**config.mk**
```make
export PLATFORM = sky130hd
export DESIGN_NAME = fxp_muldiv_seq
export DESIGN_NICKNAME = d
export VERILOG_FILES = /design/src/rtl/fxp_muldiv_seq.sv
export SDC_FILE = /design/constraint.sdc
export NUM_CORES = 1
export LEC_CHECK = 0
export CAP_MARGIN = 10
export CORE_AREA = 2 2 139 141
export CTS_CLUSTER_DIAMETER = 30
export DETAILED_ROUTE_END_ITERATION = 8
export DIE_AREA = 0 0 141 143
export PLACE_DENSITY = 0.81
export SYNTH_ARGS = -nofsm -noshare
export SYNTH_HDL_FRONTEND = slang
export SYNTH_SLANG_ARGS = --single-unit
```
**constraint.sdc**
```tcl
create_clock -name clk -period 5.1 [get_ports clk]
set_input_delay 1.02 -clock clk [delete_from_list [all_inputs] [get_ports clk]]
set_output_delay 1.02 -clock clk [all_outputs]
set_load 0.01 [all_outputs]
```
**src/rtl/fxp_muldiv_seq.sv**
```systemverilog
// fxp_muldiv_seq
// Sequential signed fixed-point multiply/divide unit. One shift-add /
// restoring-division datapath is shared between the two operations, and the
// operation is selected per transaction. Operands and the result are two's
// complement. Each uses WI integer bits (sign included) and WF fraction bits.
//
// Ports
//   clk        single clock, all state on rising edge
//   rstn       asynchronous active-low reset
//   in_valid   operands present
//   in_ready   unit idle and able to accept (decoded from state)
//   op         0 = ina*inb, 1 = ina/inb
//   ina        operand A / dividend   (WIIA.WIFA)
//   inb        operand B / divisor    (WIIB.WIFB)
//   out_valid  result held (decoded from state)
//   out_ready  consumer accepts the result
//   out        result                 (WOI.WOF)
//   overflow   result saturated, or divide by zero
module fxp_muldiv_seq #(
   parameter int WIIA  = 8,
   parameter int WIFA  = 8,
   parameter int WIIB  = 8,
   parameter int WIFB  = 8,
   parameter int WOI   = 8,
   parameter int WOF   = 8,
   parameter bit ROUND = 1'b1
) (
   input  logic                 clk,
   input  logic                 rstn,
   input  logic                 in_valid,
   output logic                 in_ready,
   input  logic                 op,
   input  logic [WIIA+WIFA-1:0] ina,
   input  logic [WIIB+WIFB-1:0] inb,
   output logic                 out_valid,
   input  logic                 out_ready,
   output logic [WOI+WOF-1:0]   out,
   output logic                 overflow
);

   localparam int WA    = WIIA + WIFA;
   localparam int WB    = WIIB + WIFB;
   localparam int WO    = WOI + WOF;
   // Magnitudes are one bit wider than the operands, so |min negative| is exact.
   localparam int MW    = ((WA > WB) ? WA : WB) + 1;
   localparam int N_MUL = WB;
   localparam int N_DIV = WO + 1;
   localparam int NMAX  = (N_DIV > N_MUL) ? N_DIV : N_MUL;
   localparam int CW    = $clog2(NMAX + 1);
   // Dividend alignment so the quotient carries WOF+1 fraction bits.
   localparam int SHD   = WIFB - WIFA + WOF + 1;
   localparam int SHD_L = (SHD > 0) ? SHD : 0;
   localparam int SHD_R = (SHD < 0) ? -SHD : 0;
   // Product alignment to WOF+1 fraction bits (the extra one is the round bit).
   localparam int SHM   = WIFA + WIFB - WOF - 1;
   localparam int MR    = (SHM > 0) ? SHM : 0;
   localparam int ML    = (SHM < 0) ? -SHM : 0;
   localparam int QW    = (N_DIV > MW) ? N_DIV : MW;
   localparam int XW0   = 2 * MW + ML;
   localparam int XW1   = MW + SHD_L;
   localparam int XW2   = MW + N_DIV + 1;
   localparam int XW01  = (XW0 > XW1) ? XW0 : XW1;
   localparam int XW    = (XW01 > XW2) ? XW01 : XW2;

   localparam logic [XW-1:0] POS_MAX = XW'((64'd1 << (WO - 1)) - 64'd1);
   localparam logic [XW-1:0] NEG_MAG = XW'(64'd1 << (WO - 1));
   localparam logic [WO-1:0] SAT_POS = {1'b0, {(WO-1){1'b1}}};
   localparam logic [WO-1:0] SAT_NEG = {1'b1, {(WO-1){1'b0}}};

   typedef enum logic [1:0] {IDLE, ITER, FIN, DONE} state_t;

   state_t          state, state_nxt;
   logic [CW-1:0]   cnt;
   logic            op_r, sign_r, ovf_pre;
   logic [XW-1:0]   acc;
   logic [XW-1:0]   opa;
   logic [QW-1:0]   opb;

   logic [MW-1:0]   a_ext, b_ext, mag_a, mag_b;
   logic [XW-1:0]   dividend_al, divisor_top, divisor_lim;
   logic [XW-1:0]   sum, diff;
   logic            geq;
   logic [XW-1:0]   mag_r, mag_rnd, mag_fin;
   logic [WO-1:0]   res_neg, res_fin;
   logic            ovf_fin;

   assign a_ext = {{(MW-WA){ina[WA-1]}}, ina};
   assign b_ext = {{(MW-WB){inb[WB-1]}}, inb};
   assign mag_a = ina[WA-1] ? -a_ext : a_ext;
   assign mag_b = inb[WB-1] ? -b_ext : b_ext;

   assign dividend_al = (XW'(mag_a) << SHD_L) >> SHD_R;
   assign divisor_top = XW'(mag_b) << (N_DIV - 1);
   assign divisor_lim = XW'(mag_b) << N_DIV;

   // The single adder/subtractor shared by both operations.
   assign sum  = acc + opa;
   assign diff = acc - opa;
   assign geq  = (acc >= opa);

   assign in_ready  = (state == IDLE);
   assign out_valid = (state == DONE);

   // State register.
   always_ff @(posedge clk or negedge rstn) begin
      if (!rstn) begin
         state <= IDLE;
      end else begin
         state <= state_nxt;
      end
   end

   // Next-state decode. ITER leaves once the count reaches zero.
   always_comb begin
      state_nxt = state;
      case (state)
         IDLE: if (in_valid)          state_nxt = ITER;
         ITER: if (cnt == CW'(1))     state_nxt = FIN;
         FIN:                         state_nxt = DONE;
         DONE: if (out_ready)         state_nxt = IDLE;
         default:                     state_nxt = IDLE;
      endcase
   end

   // Final alignment, rounding on the magnitude (ties away from zero),
   // sign application and saturation.
   always_comb begin
      mag_r   = op_r ? XW'(opb) : ((acc >> MR) << ML);
      mag_rnd = mag_r + XW'(ROUND);
      mag_fin = mag_rnd >> 1;
      res_neg = -mag_fin[WO-1:0];
      res_fin = sign_r ? res_neg : mag_fin[WO-1:0];
      ovf_fin = 1'b0;
      if (ovf_pre) begin
         res_fin = sign_r ? SAT_NEG : SAT_POS;
         ovf_fin = 1'b1;
      end else if (!sign_r && (mag_fin > POS_MAX)) begin
         res_fin = SAT_POS;
         ovf_fin = 1'b1;
      end else if (sign_r && (mag_fin > NEG_MAG)) begin
         res_fin = SAT_NEG;
         ovf_fin = 1'b1;
      end
   end

   // Datapath. Multiply keeps the multiplicand in opa (shifting left), the
   // multiplier in opb (shifting right) and the product in acc. Divide keeps
   // the remainder in acc, the divisor in opa (shifting right) and collects
   // quotient bits into opb. A zero divisor always trips the pre-check, so
   // divide by zero needs no separate path.
   always_ff @(posedge clk or negedge rstn) begin
      if (!rstn) begin
         cnt      <= '0;
         op_r     <= 1'b0;
         sign_r   <= 1'b0;
         ovf_pre  <= 1'b0;
         acc      <= '0;
         opa      <= '0;
         opb      <= '0;
         out      <= '0;
         overflow <= 1'b0;
      end else begin
         case (state)
            IDLE: begin
               if (in_valid) begin
                  op_r   <= op;
                  sign_r <= ina[WA-1] ^ inb[WB-1];
                  if (op) begin
                     cnt     <= CW'(N_DIV);
                     acc     <= dividend_al;
                     opa     <= divisor_top;
                     opb     <= '0;
                     ovf_pre <= (dividend_al >= divisor_lim);
                  end else begin
                     cnt     <= CW'(N_MUL);
                     acc     <= '0;
                     opa     <= XW'(mag_a);
                     opb     <= QW'(mag_b);
                     ovf_pre <= 1'b0;
                  end
               end
            end
            ITER: begin
               cnt <= cnt - CW'(1);
               if (!op_r) begin
                  if (opb[0]) acc <= sum;
                  opa <= opa << 1;
                  opb <= opb >> 1;
               end else begin
                  if (geq) acc <= diff;
                  opa <= opa >> 1;
                  opb <= {opb[QW-2:0], geq};
               end
            end
            FIN: begin
               out      <= res_fin;
               overflow <= ovf_fin;
            end
            default: ;
         endcase
      end
   end

endmodule

```
==> impl_metrics.env <==
export IMPL_status="finished, final reports clean"
export IMPL_crit_top_cell="a21oi_1"
export IMPL_area_growth_pct=10.8
export IMPL_numCtsBuffers=17
export IMPL_cp_data_arrival_time_ns=4.69
export IMPL_crit_fanout=28
export IMPL_ios=56
export IMPL_grt_usage_pct=36.2
export IMPL_tightest_slew_ns=1.18
export IMPL_fin_nets=1596
export IMPL_start_util_pct=61.2
export IMPL_drt_iter0_drc=1669
export IMPL_startpoint_type="flop"
export IMPL_diodes=0
export IMPL_crit_type="reg2reg"
export IMPL_final_common_cell="a21oi_1"
export IMPL_avgSynthCellArea_um2=7.74
export IMPL_worstHoldPathType="reg2reg"
export IMPL_critPathBufInv=1
export IMPL_die_area_mm2=0.0202
export IMPL_fin_crit_ns=4.39
export IMPL_cts_hold_buf=0
export IMPL_via_per_inst=6.71
export IMPL_slowest_delay_ns=0.88
export IMPL_finalCritPeriodShare_pct=86.0
export IMPL_worst_setup_path_end_kind="flop"
export IMPL_ant_nets=0
export IMPL_die_y_um=143
export IMPL_synth_top_flop_cell="dfrtp_1"
export IMPL_synth_edf_count=0
export IMPL_cp_top_family="compound AO/OA/AOI/OAI gates"
export IMPL_cp_slowest_cell="a211oi_1"
export IMPL_drc=0
export IMPL_drive_gt1_share_pct=5.94
export IMPL_seq_area_frac_synth_pct=25.1
export IMPL_root_buffer="clkbuf_16"
export IMPL_clk_latency_ns=0.45
export IMPL_grt_pass1_wl_mm=57.7
export IMPL_slew_violations=0
export IMPL_worstPathCellList="ha_1 > a21oi_1 > nor2_1 > nor3_1 > a311oi_1 > o211ai_1 > a21oi_1 > a211oi_1 > a21oi_4 > buf_4 > nor2_1 > a21oi_1"
export IMPL_cts_htree_levels=4
export IMPL_relSlewSlack_pct=21.1
export IMPL_wirelength_mm=36.2
export IMPL_mostFrequentLayoutCells="a21oi_1 (160), nor2_1 (118), inv_1 (116)"
export IMPL_setup_viol=0
export IMPL_synthCells=1470
export IMPL_die_x_um=141
export IMPL_grt_overflow=0
export IMPL_portBuffers=55
export IMPL_clockBufferDepth=2
export IMPL_vias=11500
export IMPL_drt_pass1_iterations=6
export IMPL_synth_seq_cells=114
export IMPL_post_cts_buffers=0
export IMPL_finalHoldViolCount=0
export IMPL_cts_resized=0
export IMPL_antenna_found_initial=0
export IMPL_finClkSkew_ns=0.0138
export IMPL_synth_area_mm2=0.0114
export IMPL_grt_start_max_net_pins=70
export IMPL_wl_per_cell_um=21.1
export IMPL_coreArea_mm2=0.0186
export IMPL_async_flop_share_pct=100
export IMPL_maxCapViolations=0
export IMPL_rsz0062_at_grt="false"
export IMPL_dp_hpwl_mm=26.7
export IMPL_gp_congestion=0.985
export IMPL_cts_sinks=114
export IMPL_syn_nets=1598
export IMPL_ys_types=86
export IMPL_setup_tns_ns=0
export IMPL_yosysWarnings=0
export IMPL_max_freq_mhz=228
export IMPL_cts_tree="built"
export IMPL_worstPathRequired_ns=5.40
export IMPL_grt_pass1_vias=10600
export IMPL_clkTransAtPathRegs_ns=0.06
export IMPL_fp_row_count=50
through the flow:
step                util, %  cells  instance area (um^2)  setup WS (ns)  hold WS [ns]
floorplan                 -   1470                 11400          0.542         0.470
global placement       64.5   1683                 12000          0.408         0.464
detailed placement     64.5   1683                 12000          0.411         0.479
CTS                    67.8   1715                 12600          0.799         0.492
global route           67.8   1715                 12600          0.433         0.505
finish                 67.8   1715                 12600          0.712         0.487
synth_stat cells, types with 5 or more instances:
library cell  instances  share of area [%]
ha_1                 89                9.8
a221oi_1             31                2.4
clkbuf_1             63                2.1
o21bai_1             11               0.73
dfrtp_1             114                 25
a31o_2                5               0.38
a211oi_1             14               0.92
inv_1               116                3.8
or2_2                 5               0.27
a21oi_1             161                7.1
o21ai_1               6               0.26
nor3_1               27                1.2
nand4b_1              8               0.62
nand2_1             113                3.7
xor2_1               25                1.9
a31oi_1              10               0.55
nand4_1              18               0.99
o211ai_1             10               0.66
o21a_1               11               0.73
nand3b_1              9               0.59
or4_1                 6               0.40
o31ai_1              16                1.1
mux2i_1              33                2.9
o21ai_0             100                4.4
nand3_1              47                2.1
and3_1                6               0.33
o22ai_1              13               0.72
nand2b_1             18               0.99
xnor2_1              69                5.3
or3_1                 8               0.44
a22oi_1              12               0.79
buf_2                17               0.75
o221ai_1             10               0.77
nor2b_1              27                1.5
buf_1                10               0.33
nor2_1              118                3.9
nor4_1                8               0.44
a21o_1               24                1.6
sequential cells by signal, summed over array words and instances (netlist names):
name	cells
acc	35
opa	35
opb	17
out	16
cnt	5
state	2
op_r	1
overflow	1
ovf_pre	1
sign_r	1
final cells by class:
cell class | count | area [um^2]
Clock buffer | 17 | 425
Tap cell | 234 | 293
Clock inverter | 15 | 195
Fill cell | 1517 | 5980
Sequential cell | 114 | 2860
Inverter | 118 | 443
Timing Repair Buffer | 72 | 676
Multi-Input combinational cell | 1145 | 7710
layer usage:
metal	up-vias	routed length, um	global-route usage [%]	part of all wire, %
met5	-	0	0	0
met4	0	1470	14.1	4.1
met3	115	3650	6.98	10
met2	664	15700	55.3	43
met1	5444	15400	50.9	43
li1	5280	-	-	-
path summary, 6_finish.rpt:
kind / to / cells after the start / slack [ns] / start
setup / recovery: acc[18]$_DFFE_PN0P_ / 12 / 0.71 / acc[10]$_DFFE_PN0P_
hold / removal: overflow$_DFFE_PN0P_ / 1 / 0.49 / overflow$_DFFE_PN0P_
setup reg to reg: acc[18]$_DFFE_PN0P_ / 12 / 0.71 / acc[10]$_DFFE_PN0P_
hold reg to reg: overflow$_DFFE_PN0P_ / 1 / 0.49 / overflow$_DFFE_PN0P_
max in group asynchronous: acc[15]$_DFFE_PN0P_ / 2 / 3.52 / rstn
min in group asynchronous: acc[32]$_DFFE_PN0P_ / 1 / 0.61 / rstn
kinds of logic after synthesis:
kind of cell               after synthesis  synth area share (%)
xor gates and xnor gates                94                  7.24
DFF                                    114                  25.1
buffers and inverters                  211                  7.32
muxes                                   38                  3.40
other                                    1                0.0330
adders and majority gates               91                  10.1
and+or+nand+nor                        436                  19.0
AOI/OAI and AO/OA                      485                  27.8
worst reg2reg max path, stage by stage, from the launching register on:
cell	delay, ns
dfrtp_1	0.52
ha_1	0.47
a21oi_1	0.24
nor2_1	0.08
nor3_1	0.48
a311oi_1	0.26
o211ai_1	0.28
a21oi_1	0.12
a211oi_1	0.88
a21oi_4	0.36
buf_4	0.35
nor2_1	0.14
a21oi_1	0.08
Power is not shown: default switching activity piles up to over one toggle a cycle in this logic, so the estimate is an artifact.
